$ cat src/rtl/ireq_arbiter_if.sv
// Stream bundle between the ireq requesters and the shared SRIO ireq master.
// The master modport is the arbiter side; slave is the requester/core side.
interface ireq_arbiter_if #(
    parameter int NUM_REQ = 2,
    parameter int DATA_W  = 64,
    parameter int USER_W  = 32
);
    logic [NUM_REQ-1:0]          s_tvalid;
    logic [NUM_REQ-1:0]          s_tready;
    logic [NUM_REQ-1:0]          s_tlast;
    logic [NUM_REQ*DATA_W-1:0]   s_tdata;
    logic [NUM_REQ*DATA_W/8-1:0] s_tkeep;
    logic [NUM_REQ*USER_W-1:0]   s_tuser;
    logic                        m_tvalid;
    logic                        m_tready;
    logic                        m_tlast;
    logic [DATA_W-1:0]           m_tdata;
    logic [DATA_W/8-1:0]         m_tkeep;
    logic [USER_W-1:0]           m_tuser;

    modport master (
        input  s_tvalid, s_tlast, s_tdata, s_tkeep, s_tuser,
        input  m_tready,
        output s_tready,
        output m_tvalid, m_tlast, m_tdata, m_tkeep, m_tuser
    );

    modport slave (
        output s_tvalid, s_tlast, s_tdata, s_tkeep, s_tuser,
        output m_tready,
        input  s_tready,
        input  m_tvalid, m_tlast, m_tdata, m_tkeep, m_tuser
    );
endinterface

$ cat src/rtl/ireq_arbiter.sv
// Packet-atomic round-robin arbiter sharing the SRIO ireq stream master.
// A grant is held from header beat to tlast; over-length packets are flagged.
module ireq_arbiter #(
    parameter int NUM_REQ   = 2,
    parameter int DATA_W    = 64,
    parameter int USER_W    = 32,
    parameter int MAX_BEATS = 33
) (
    input  logic               log_clk,
    input  logic               log_rst_n,
    input  logic               link_initialized,
    ireq_arbiter_if.master     bus,
    output logic [NUM_REQ-1:0] grant,
    output logic               busy,
    output logic               len_err,
    output logic [2:0]         len_err_port,
    input  logic               err_clr
);
    localparam int KW = DATA_W / 8;
    localparam int IW = (NUM_REQ > 1) ? $clog2(NUM_REQ) : 1;

    typedef enum logic {IDLE, XFER} state_t;

    state_t             state_q;
    logic [NUM_REQ-1:0] grant_q;
    logic [IW-1:0]      gidx_q;
    logic [IW-1:0]      rr_q;
    logic [7:0]         beat_q;
    logic               busy_q;
    logic               len_err_q;
    logic [2:0]         len_port_q;

    logic [IW-1:0]      c;
    logic [IW-1:0]      pick;
    logic               found;
    logic               acc;
    logic               ovf;

    // Search starts just after the last owner, so it has lowest priority.
    always_comb begin
        c     = rr_q;
        pick  = '0;
        found = 1'b0;
        for (int k = 0; k < NUM_REQ; k++) begin
            c = (c == IW'(NUM_REQ - 1)) ? '0 : c + 1'b1;
            if (!found && bus.s_tvalid[c]) begin
                found = 1'b1;
                pick  = c;
            end
        end
    end

    always_comb begin
        bus.m_tvalid = 1'b0;
        bus.m_tlast  = 1'b0;
        bus.m_tdata  = '0;
        bus.m_tkeep  = '0;
        bus.m_tuser  = '0;
        bus.s_tready = '0;
        for (int i = 0; i < NUM_REQ; i++) begin
            if (grant_q[i]) begin
                bus.m_tvalid    = bus.s_tvalid[i];
                bus.m_tlast     = bus.s_tlast[i];
                bus.m_tdata     = bus.s_tdata[i*DATA_W +: DATA_W];
                bus.m_tkeep     = bus.s_tkeep[i*KW +: KW];
                bus.m_tuser     = bus.s_tuser[i*USER_W +: USER_W];
                bus.s_tready[i] = bus.m_tready;
            end
        end
    end

    assign acc = bus.m_tvalid & bus.m_tready;
    assign ovf = acc & ~bus.m_tlast
               & (beat_q == 8'(MAX_BEATS - 1));

    always_ff @(posedge log_clk or negedge log_rst_n) begin
        if (!log_rst_n) begin
            state_q    <= IDLE;
            grant_q    <= '0;
            gidx_q     <= '0;
            rr_q       <= IW'(NUM_REQ - 1);
            beat_q     <= '0;
            busy_q     <= 1'b0;
            len_err_q  <= 1'b0;
            len_port_q <= '0;
        end else begin
            unique case (state_q)
                IDLE: begin
                    if (link_initialized && found) begin
                        grant_q <= NUM_REQ'(1) << pick;
                        gidx_q  <= pick;
                        busy_q  <= 1'b1;
                        state_q <= XFER;
                    end
                end
                XFER: begin
                    if (acc && bus.m_tlast) begin
                        rr_q    <= gidx_q;
                        grant_q <= '0;
                        busy_q  <= 1'b0;
                        beat_q  <= '0;
                        state_q <= IDLE;
                    end else if (acc && beat_q != 8'hFF) begin
                        beat_q <= beat_q + 8'd1;
                    end
                end
            endcase
            if (err_clr) begin
                len_err_q  <= 1'b0;
                len_port_q <= '0;
            end
            // Only the first error is latched; a same-cycle clear yields to it.
            if (ovf && (!len_err_q || err_clr)) begin
                len_err_q  <= 1'b1;
                len_port_q <= 3'(gidx_q);
            end
        end
    end

    assign grant        = grant_q;
    assign busy         = busy_q;
    assign len_err      = len_err_q;
    assign len_err_port = len_port_q;
endmodule

$ cat src/flat_wrapper.sv
// flat-port wrapper written by rule: the top's interface ports become plain ports
module ireq_arbiter_flat 
#(
    parameter int NUM_REQ   = 2,
    parameter int DATA_W    = 64,
    parameter int USER_W    = 32,
    parameter int MAX_BEATS = 33
)
  (log_clk, log_rst_n, link_initialized, grant, busy, len_err, len_err_port, err_clr, bus_s_tvalid, bus_s_tlast, bus_s_tdata, bus_s_tkeep, bus_s_tuser, bus_m_tready, bus_s_tready, bus_m_tvalid, bus_m_tlast, bus_m_tdata, bus_m_tkeep, bus_m_tuser);
  ireq_arbiter_if #(.NUM_REQ(NUM_REQ), .DATA_W(DATA_W), .USER_W(USER_W)) bus_i ();
  input  logic log_clk;
  input  logic log_rst_n;
  input  logic link_initialized;
  output logic [NUM_REQ-1:0] grant;
  output logic busy;
  output logic len_err;
  output logic [2:0] len_err_port;
  input  logic err_clr;
  input wire logic [$bits(bus_i.s_tvalid)-1:0] bus_s_tvalid;
  input wire logic [$bits(bus_i.s_tlast)-1:0] bus_s_tlast;
  input wire logic [$bits(bus_i.s_tdata)-1:0] bus_s_tdata;
  input wire logic [$bits(bus_i.s_tkeep)-1:0] bus_s_tkeep;
  input wire logic [$bits(bus_i.s_tuser)-1:0] bus_s_tuser;
  input wire logic [$bits(bus_i.m_tready)-1:0] bus_m_tready;
  output wire logic [$bits(bus_i.s_tready)-1:0] bus_s_tready;
  output wire logic [$bits(bus_i.m_tvalid)-1:0] bus_m_tvalid;
  output wire logic [$bits(bus_i.m_tlast)-1:0] bus_m_tlast;
  output wire logic [$bits(bus_i.m_tdata)-1:0] bus_m_tdata;
  output wire logic [$bits(bus_i.m_tkeep)-1:0] bus_m_tkeep;
  output wire logic [$bits(bus_i.m_tuser)-1:0] bus_m_tuser;
  assign bus_i.s_tvalid = bus_s_tvalid;
  assign bus_i.s_tlast = bus_s_tlast;
  assign bus_i.s_tdata = bus_s_tdata;
  assign bus_i.s_tkeep = bus_s_tkeep;
  assign bus_i.s_tuser = bus_s_tuser;
  assign bus_i.m_tready = bus_m_tready;
  assign bus_s_tready = bus_i.s_tready;
  assign bus_m_tvalid = bus_i.m_tvalid;
  assign bus_m_tlast = bus_i.m_tlast;
  assign bus_m_tdata = bus_i.m_tdata;
  assign bus_m_tkeep = bus_i.m_tkeep;
  assign bus_m_tuser = bus_i.m_tuser;
  ireq_arbiter #(.NUM_REQ(NUM_REQ), .DATA_W(DATA_W), .USER_W(USER_W), .MAX_BEATS(MAX_BEATS)) u_core (.log_clk(log_clk), .log_rst_n(log_rst_n), .link_initialized(link_initialized), .bus(bus_i), .grant(grant), .busy(busy), .len_err(len_err), .len_err_port(len_err_port), .err_clr(err_clr));
endmodule
$ cat config.mk
export PLATFORM = sky130hd
export DESIGN_NAME = ireq_arbiter_flat
export DESIGN_NICKNAME = d
export VERILOG_FILES = /design/src/rtl/ireq_arbiter_if.sv /design/src/rtl/ireq_arbiter.sv /design/src/flat_wrapper.sv
export SDC_FILE = /design/constraint.sdc
export NUM_CORES = 1
export LEC_CHECK = 0
export CORE_AREA = 2 2 129 131
export DETAILED_ROUTE_END_ITERATION = 16
export DIE_AREA = 0 0 131 133
export GPL_TIMING_DRIVEN = 0
export MAX_ROUTING_LAYER = met4
export PLACE_DENSITY_LB_ADDON = 0.2
export SETUP_SLACK_MARGIN = 0.2
export SYNTH_ARGS = -nofsm -noshare
export SYNTH_HDL_FRONTEND = slang
export SYNTH_SLANG_ARGS = --single-unit
$ cat constraint.sdc
create_clock -name log_clk -period 1.85 [get_ports log_clk]
set_clock_uncertainty 0.15 [all_clocks]
set_input_delay 0.185 -clock log_clk [delete_from_list [all_inputs] [get_ports log_clk]]
set_output_delay 0.185 -clock log_clk [all_outputs]
set_load 0.005 [all_outputs]
* After elaboration in Yosys (flattened, before gate mapping)
Index checks and enable logic that the tools add are counted.
W data, S select, Z words.
** Storage, ports and cells
- Register bits :: 18
- Bits of input ports :: 217
- Output and inout bits :: 115
- Logic and storage cells :: 74
** Cells by class
- Add/subtract/negate cells :: 3
- Order comparisons :: 2
- Equal/unequal tests :: 4
- Shift-type cells :: 1
- Multiplexer cells :: 37
- Bitwise gates (word level) :: 5
- Reductions and logical operators :: 14
** Operators with widths (number)
- $mux W64 :: 2
- $mux W32 :: 2
- $mux W8 :: 4
- $mux W1 :: 22
- $add A8 B1 Y8 const B :: 1
- $eq A8 B6 Y1 const B :: 1
- $ne A8 B8 Y1 const B :: 1
- $reduce_and A2 Y1 :: 4
- $mux W3 :: 2
- $logic_and A1 B1 Y1 :: 5
- $lt A1 B2 Y1 const B :: 2
- $mux W2 :: 2
- $pmux W1 S2 :: 2
- $pmux W2 S2 :: 1
- $reduce_bool A2 Y1 :: 2
- $and A1 B1 Y1 :: 3
- $add A1 B1 Y1 const B :: 2
- $logic_not A1 Y1 :: 2
- $ne A2 B1 Y1 const B :: 1
- $ne A2 B2 Y1 const B :: 1
- $not A1 Y1 :: 2
- $shl A1 B1 Y2 const A :: 1
- $logic_or A1 B1 Y1 :: 1

* Logic depth before layout (Yosys ltp)
Gate-level depths: netlist of run 1.
- Word-level depth :: 11
- Gate-level depth with buffers :: 6
- Gate-level depth less buffers :: 6

* Worst setup path after synthesis of run 1
OpenSTA, ideal clock, no wires.
- Path kind :: flip-flop to flip-flop
- From :: register u_core.beat_q[0]
- To :: register u_core.beat_q[0]
- Setup time :: 125 ps
- Arrival :: 1404 ps
- Data required time :: 1575 ps
- Slack :: 171 ps
- Cell stages (with the launch flop) :: 6
- Buffers on the path :: 0
- Period minus slack after synthesis :: 1679 ps
- Path through :: dfrtp_1 > ha_1 > and4_1 > nand2_1 > and3_1 > mux2_2
** On the way
- Longest elaborated chain between the ends :: 4
- Elaborated cells between the ends (all ways) :: 7
- Classes of those cells :: add/sub: 1; eq/ne: 1; mux: 2; reduce/logical: 3
** Ends and longest elaborated chain
- start, declared :: RTL line ireq_arbiter.sv:28 : logic [7:0] beat_q;
- start signal, assigned :: RTL line ireq_arbiter.sv:104 : beat_q <= beat_q + 8'd1;
- parallel branches: the longest is 4 deep, another holds $add A8 B1 Y8
Several ways; the timed one is not identified. The select of a mux whose other input is x is not followed.
A chain may end at the register's enable or synchronous reset.

* Final worst setup path of run 1
- From :: register u_core.grant_q[0], in the netlist u_core.grant[0]
- To :: output port bus_m_tuser[11]
** On the way
- Longest elaborated chain between the ends :: 2
** Ends and longest elaborated chain
- start, declared :: RTL line ireq_arbiter.sv:25 : logic [NUM_REQ-1:0] grant_q;
- start signal, assigned :: RTL line ireq_arbiter.sv:90 : grant_q <= NUM_REQ'(1) << pick;
- $mux W32 (2 in series) :: RTL line ireq_arbiter.sv:61 : if (grant_q[i]) begin
- end, declared :: RTL line flat_wrapper.sv:30 : output wire logic [$bits(bus_i.m_tuser)-1:0] bus_m_tuser;
No other way between the ends.

==> impl_metrics.env, run 1 <==
export IMPL_critPathLaunchType="flip-flop"
export IMPL_grt_max_degree=17
export IMPL_pwr_share_seq=0.086
export IMPL_power_internal_w=0.00423
export IMPL_cts_buffer_depth=2
export IMPL_yosys_warnings=0
export IMPL_yosysUniqueCellTypes=44
export IMPL_ctsHtreeMaxLevel=1
export IMPL_cts_hold_buf=0
export IMPL_grt_pass1_wl_um=23000
export IMPL_hold_class="input port to asynchronous set/reset pin"
export IMPL_cts_tree="built"
export IMPL_routed_wirelength_um=16600
export IMPL_rsz0062_at_grt="true"
export IMPL_dr_pass1_iters=4
export IMPL_critical_path_class="flip-flop to output pin"
export IMPL_syn_inst=223
export IMPL_hold_viol=0
export IMPL_setup_viol=104
export IMPL_min_period_over_period=1.10
export IMPL_initial_core_util=0.120
export IMPL_cts_sinks=16
export IMPL_switchingPower_w=0.00247
export IMPL_r2r_end="u_core.len_err_port[0]"
export IMPL_synthesis_area_mm2=0.00193
export IMPL_grt_antenna_before_repair=7
export IMPL_grt_pass1_vias=3578
export IMPL_drive_gt1_frac=0.361
export IMPL_die_y_um=133
export IMPL_dpl_hpwl_um=13400
export IMPL_endpoint_kind="output pin"
export IMPL_tns_ps=-8440
export IMPL_via_count=3545
export IMPL_synthMostInstantiatedCell="a22o_1"
export IMPL_ff2ff_path_depth=9
export IMPL_coreArea_mm2=0.0162
export IMPL_cap_violations=0
export IMPL_clockRootBuffer="clkbuf_16"
export IMPL_pre_cts_slack_ps=-678
export IMPL_numCtsBuffers=3
export IMPL_worst_slack_ps=-183
export IMPL_die_area_mm2=0.0174
export IMPL_setup_worst_path_end="bus_m_tuser[11]"
export IMPL_rows=47
export IMPL_swShare=0.369
export IMPL_wire_per_inst_um=19.8
export IMPL_async_flop_share=1.00
export IMPL_status="finished, violations left"
export IMPL_violations="negative setup slack"
export IMPL_crit_path_max_fanout=5
export IMPL_drtIter0Drc=142
export IMPL_max_vdd_ir_drop_v=0.000828
export IMPL_cp_arrival_ps=1700
export IMPL_cp_required_ps=1510
export IMPL_port_buffers=329
export IMPL_clk_pin_slew_ps=50
export IMPL_power_density_mw_per_mm2=1090
export IMPL_globalplace_congestion=0.832
export IMPL_synth_edf_count=0
export IMPL_stdcell_area_mm2=0.00613
export IMPL_final_core_util=0.379
export IMPL_nets=830
export IMPL_worstReg2RegStart="u_core.grant[0]"
export IMPL_overflow=0
export IMPL_avgSynthCellArea_um2=8.67
export IMPL_synthTopCellsByCount="107 x a22o_1, 15 x dfrtp_1, 14 x nand2_1"
export IMPL_ys_seq_area_frac=0.208
export IMPL_antenna_left=0
export IMPL_slew_violations=0
export IMPL_grt_usage=0.178
export IMPL_relSlewSlack=0.510
export IMPL_vias_per_cell=4.24
export IMPL_startpoint="u_core.grant[0]"
export IMPL_clk_latency_ps=250
export IMPL_max_freq_mhz=492
export IMPL_yosys_area_top_type_share=0.485
export IMPL_synthFlopType="dfrtp_1"
export IMPL_final_min_clock_period_ps=2030
export IMPL_synth_seq_cells=16
export IMPL_die_w_um=131
export IMPL_route_detailed_drc=0
export IMPL_worstMarginPinSlew_ps=733
export IMPL_ios=332
export IMPL_area_delta_synth_final_pct=217
export IMPL_p_leak_nw=2.80
export IMPL_r2r_slack_ps=-50
export IMPL_power_frac_comb=0.843
export IMPL_placed_area_mm2=0.00552
export IMPL_synthDominantAreaCellType="a22o_1"
export IMPL_clockPowerShare=0.071
export IMPL_synthTopCellsByArea="a22o_1 48%, dfrtp_1 19%, nand2_1 2.7%"
-- per-stage QoR --
stage / hold slack (ps) / instances / total power (W)
floorplan: -261 / 224 / 0.00233
global placement: 324 / 773 / 0.00520
detailed placement: 333 / 773 / 0.00522
CTS: 262 / 825 / 0.00649
global route: 291 / 837 / 0.00716
finish: 224 / 837 / 0.00670
-- timing repair --
item | in CTS | in global routing
hold endpoints to repair | 0 | 0
buffers inserted | 38 | 4
pin swaps | 19 | 20
gates cloned | 10 | 1
resized for setup | 547 | 27
setup endpoints to repair | 123 | 122
-- power groups by stage --
| stage | Combinational (W) | Sequential [W] | Clock, W |
|---|---|---|---|
| after floorplan | 0.00179 | 0.000543 | 0 |
| after global placement | 0.00463 | 0.000571 | 0 |
| after detailed placement | 0.00464 | 0.000574 | 0 |
| after CTS | 0.00544 | 0.000576 | 0.000478 |
| after global routing | 0.00606 | 0.000595 | 0.000499 |
| final | 0.00565 | 0.000577 | 0.000473 |
-- placed cells by master (no fill, tap or decap), types with 4 or more instances in the layout --
master / synthesis / routed
dfrtp_1: 15 / 12
clkdlybuf4s50_1: 0 / 219
inv_1: 5 / 5
buf_6: 0 / 36
diode_2: 0 / 7
nand2_1: 14 / 12
a21oi_1: 7 / 5
buf_4: 4 / 17
buf_8: 0 / 14
a22o_1: 107 / 105
clkbuf_2: 0 / 4
buf_2: 9 / 102
buf_12: 0 / 5
clkbuf_16: 0 / 8
-- per-layer routing --
layer,up-vias,global-route usage,part of all wire
li1,1710,-,-
met1,1654,0.214,0.40
met2,171,0.304,0.50
met3,10,0.0518,0.094
met4,0,0.0213,0.0054
met5,-,-,0
-- layout make-up --
cell class | instances | area [um2]
diodes | 7 | 17.5
plain buffers | 27 | 354
clock buffers | 4 | 88.8
fillers | 1635 | 10000
inverters | 6 | 22.5
multi-input cells | 175 | 1510
flip-flops and latches | 16 | 405
well taps | 220 | 275
repair buffers | 382 | 3460
-- flip-flops by register name, summed over array words and instances (netlist names) --
name / count
u_core.beat_q: 8
u_core.grant: 2
u_core.busy: 1
u_core.gidx_q: 1
u_core.len_err: 1
u_core.len_err_port: 1
u_core.rr_q: 1
u_core.state_q: 1
-- worst min path at each step --
stage | to | slack (ps) | depth (start not counted) | startpoint
finish | u_core.beat_q[3] | 220 | 1 | log_rst_n
global route | u_core.beat_q[3] | 290 | 1 | log_rst_n
CTS | u_core.beat_q[5] | 260 | 1 | log_rst_n
detailed placement | u_core.state_q | 330 | 1 | u_core.state_q
global placement | u_core.state_q | 320 | 1 | u_core.state_q
floorplan | u_core.beat_q[0] | -260 | 0 | log_rst_n
-- kinds of logic (layout without fill, tap and decap cells) --
family / Yosys count / after routing / synth area share
and+or+nand+nor: 33 / 33 / 0.0913
DFF: 16 / 16 / 0.208
other: 1 / 9 / 0.00194
adders and majority gates: 2 / 2 / 0.0129
AOI/OAI and AO/OA: 136 / 136 / 0.597
muxes: 2 / 2 / 0.0116
buffers and inverters: 33 / 419 / 0.0777
-- critical path, stage by stage, from the launching register on --
cell and delay [ps]:
dfrtp_1 370, nor2b_4 130, buf_6 130, buf_12 130, buf_4 120, buf_6 100
buf_8 120, a22o_4 230, buf_6 120
Note: power is estimated with default switching activity, not from simulation.
==> run 2, diff against run 1 <==
CELL_PAD_IN_SITES_DETAIL_PLACEMENT = 1   (was default)
CELL_PAD_IN_SITES_GLOBAL_PLACEMENT = 2   (was default)
CORE_AREA = default   (was 2 2 129 131)
CORE_ASPECT_RATIO = 1.5   (was default)
CORE_MARGIN = 5   (was default)
CORE_UTILIZATION = 10   (was default)
DIE_AREA = default   (was 0 0 131 133)
==> run 2 against run 1 <==
  * The run still ends with negative setup slack left
  * Worst hold slack improved by 43 ps
  * Cell count increased by 5.4%
  * Global-route usage decreased by 0.71 points
  * Critical path type unchanged
==> impl_metrics.env, run 2 (synthesized netlist as in run 1, its figures left out) <==
export IMPL_stdcell_area_mm2=0.00668
export IMPL_clk_pin_slew_ps=50
export IMPL_cap_violations=0
export IMPL_cts_hold_buf=0
export IMPL_coreArea_mm2=0.0191
export IMPL_antenna_left=0
export IMPL_power_density_mw_per_mm2=1180
export IMPL_area_delta_synth_final_pct=246
export IMPL_hold_viol=0
export IMPL_grt_pass1_wl_um=27800
export IMPL_initial_core_util=0.101
export IMPL_clk_latency_ps=250
export IMPL_p_leak_nw=3.01
export IMPL_rsz0062_at_grt="true"
export IMPL_cts_buffer_depth=2
export IMPL_status="finished, violations left"
export IMPL_pre_cts_slack_ps=-857
export IMPL_fin_cells=882
export IMPL_port_buffers=329
export IMPL_rows=62
export IMPL_drtIter0Drc=127
export IMPL_final_common_cell="clkdlybuf4s50_1"
export IMPL_overflow=0
export IMPL_max_vdd_ir_drop_v=0.000503
export IMPL_vias_per_cell=4.16
export IMPL_die_area_mm2=0.0223
export IMPL_mostFrequentLayoutCells="218 x clkdlybuf4s50_1, 91 x a22o_1, 60 x buf_2"
export IMPL_hold_class="input port to asynchronous set/reset pin"
export IMPL_numCtsBuffers=3
export IMPL_ios=332
export IMPL_place_inst=809
export IMPL_setup_viol=104
export IMPL_nets=842
export IMPL_cp_required_ps=1510
export IMPL_endpoint_kind="output pin"
export IMPL_relSlewSlack=0.446
export IMPL_ff2ff_path_depth=9
export IMPL_cts_tree="built"
export IMPL_drive_gt1_frac=0.415
export IMPL_power_w=0.00788
export IMPL_min_period_over_period=1.13
export IMPL_violations="negative setup slack"
export IMPL_ctsHtreeMaxLevel=1
export IMPL_via_count=3666
export IMPL_cp_arrival_ps=1760
export IMPL_largest_register_ffs=8
export IMPL_top_register="u_core.beat_q"
export IMPL_clockRootBuffer="clkbuf_16"
export IMPL_cts_sinks=16
export IMPL_die_w_um=124
export IMPL_critical_path_class="flip-flop to output pin"
export IMPL_critPathLaunchType="flip-flop"
export IMPL_wire_per_inst_um=23.0
export IMPL_grt_max_degree=17
export IMPL_worst_slack_ps=-247
export IMPL_routed_wirelength_um=20300
export IMPL_route_detailed_drc=0
export IMPL_dpl_hpwl_um=16600
export IMPL_die_y_um=180
export IMPL_hold_ws_ps=266
export IMPL_final_min_clock_period_ps=2100
export IMPL_grt_pass1_vias=4150
export IMPL_placed_area_mm2=0.00556
export IMPL_slew_violations=0
export IMPL_dr_pass1_iters=4
export IMPL_nFillCells=2245
export IMPL_grt_antenna_before_repair=4
export IMPL_max_freq_mhz=477
export IMPL_grt_usage=0.171
export IMPL_worstMarginPinSlew_ps=828
export IMPL_crit_path_max_fanout=7
export IMPL_globalplace_congestion=0.766
==> run 2: final cells by class <==
| cell class | instances | area, um2 | area share |
|---|---|---|---|
| Sequential cell | 16 | 407 | 0.0609 |
| Antenna cell | 4 | 10.0 | 0.00150 |
| Clock buffer | 4 | 88.8 | 0.0133 |
| Timing Repair Buffer | 394 | 3740 | 0.560 |
| Tap cell | 256 | 320 | 0.0479 |
| Buffer | 27 | 400 | 0.0599 |
| Multi-Input combinational cell | 175 | 1690 | 0.253 |
| Inverter | 6 | 22.5 | 0.00337 |
==> run 2: per-stage QoR <==
stage | TNS (ps) | utilization
finish | -13990 | 0.350
global route | -18850 | 0.350
CTS | -16060 | 0.334
detailed placement | -64650 | 0.292
global placement | -66610 | 0.292
floorplan | 0 | -
==> run 2: layer usage <==
| metal | part of all wire | vias to the layer above | wire length, um | GRT usage |
|---|---|---|---|---|
| met1 | 0.36 | 1733 | 7330 | 0.179 |
| met5 | 0 | - | 0 | - |
| met2 | 0.51 | 201 | 10400 | 0.311 |
| met3 | 0.12 | 8 | 2340 | 0.0647 |
| li1 | - | 1724 | - | - |
| met4 | 0.0087 | 0 | 177 | 0.0195 |
==> run 2: worst max-delay path, stage by stage, from the launching register on <==
cell     delay, ps
dfrtp_2        420
nor2b_4        140
buf_12         140
buf_4          130
buf_8          120
buf_16         130
buf_4          130
a22o_1         190
buf_6          120
==> run 2: path summary, 6_finish.rpt <==
kind | start | slack [ps] | endpoint
max | u_core.grant[0] | -250 | bus_m_tkeep[7]
min | log_rst_n | 270 | u_core.gidx_q
max reg2reg | u_core.grant[1] | -80 | u_core.beat_q[0]
min reg2reg | u_core.busy | 360 | u_core.busy
max in group asynchronous | log_rst_n | 710 | u_core.beat_q[0]
min in group log_clk | u_core.busy | 360 | u_core.busy
==> run 2: what timing repair did <==
action / in CTS / in global routing
resized for setup: 509 / 109
pin swaps: 23 / 23
endpoints found under the setup margin: 123 / 124
gates cloned: 5 / 3
buffers inserted: 36 / 21
==> run 2: report_power, final <==
part	total, W	switching (W)	leakage, nW	internal [W]
clock	0.000473	0.000144	0.0442	0.000329
combinational	0.00683	0.00272	2.76	0.00411
sequential	0.000579	0.000123	0.200	0.000456
total	0.00788	0.00298	3.01	0.00490
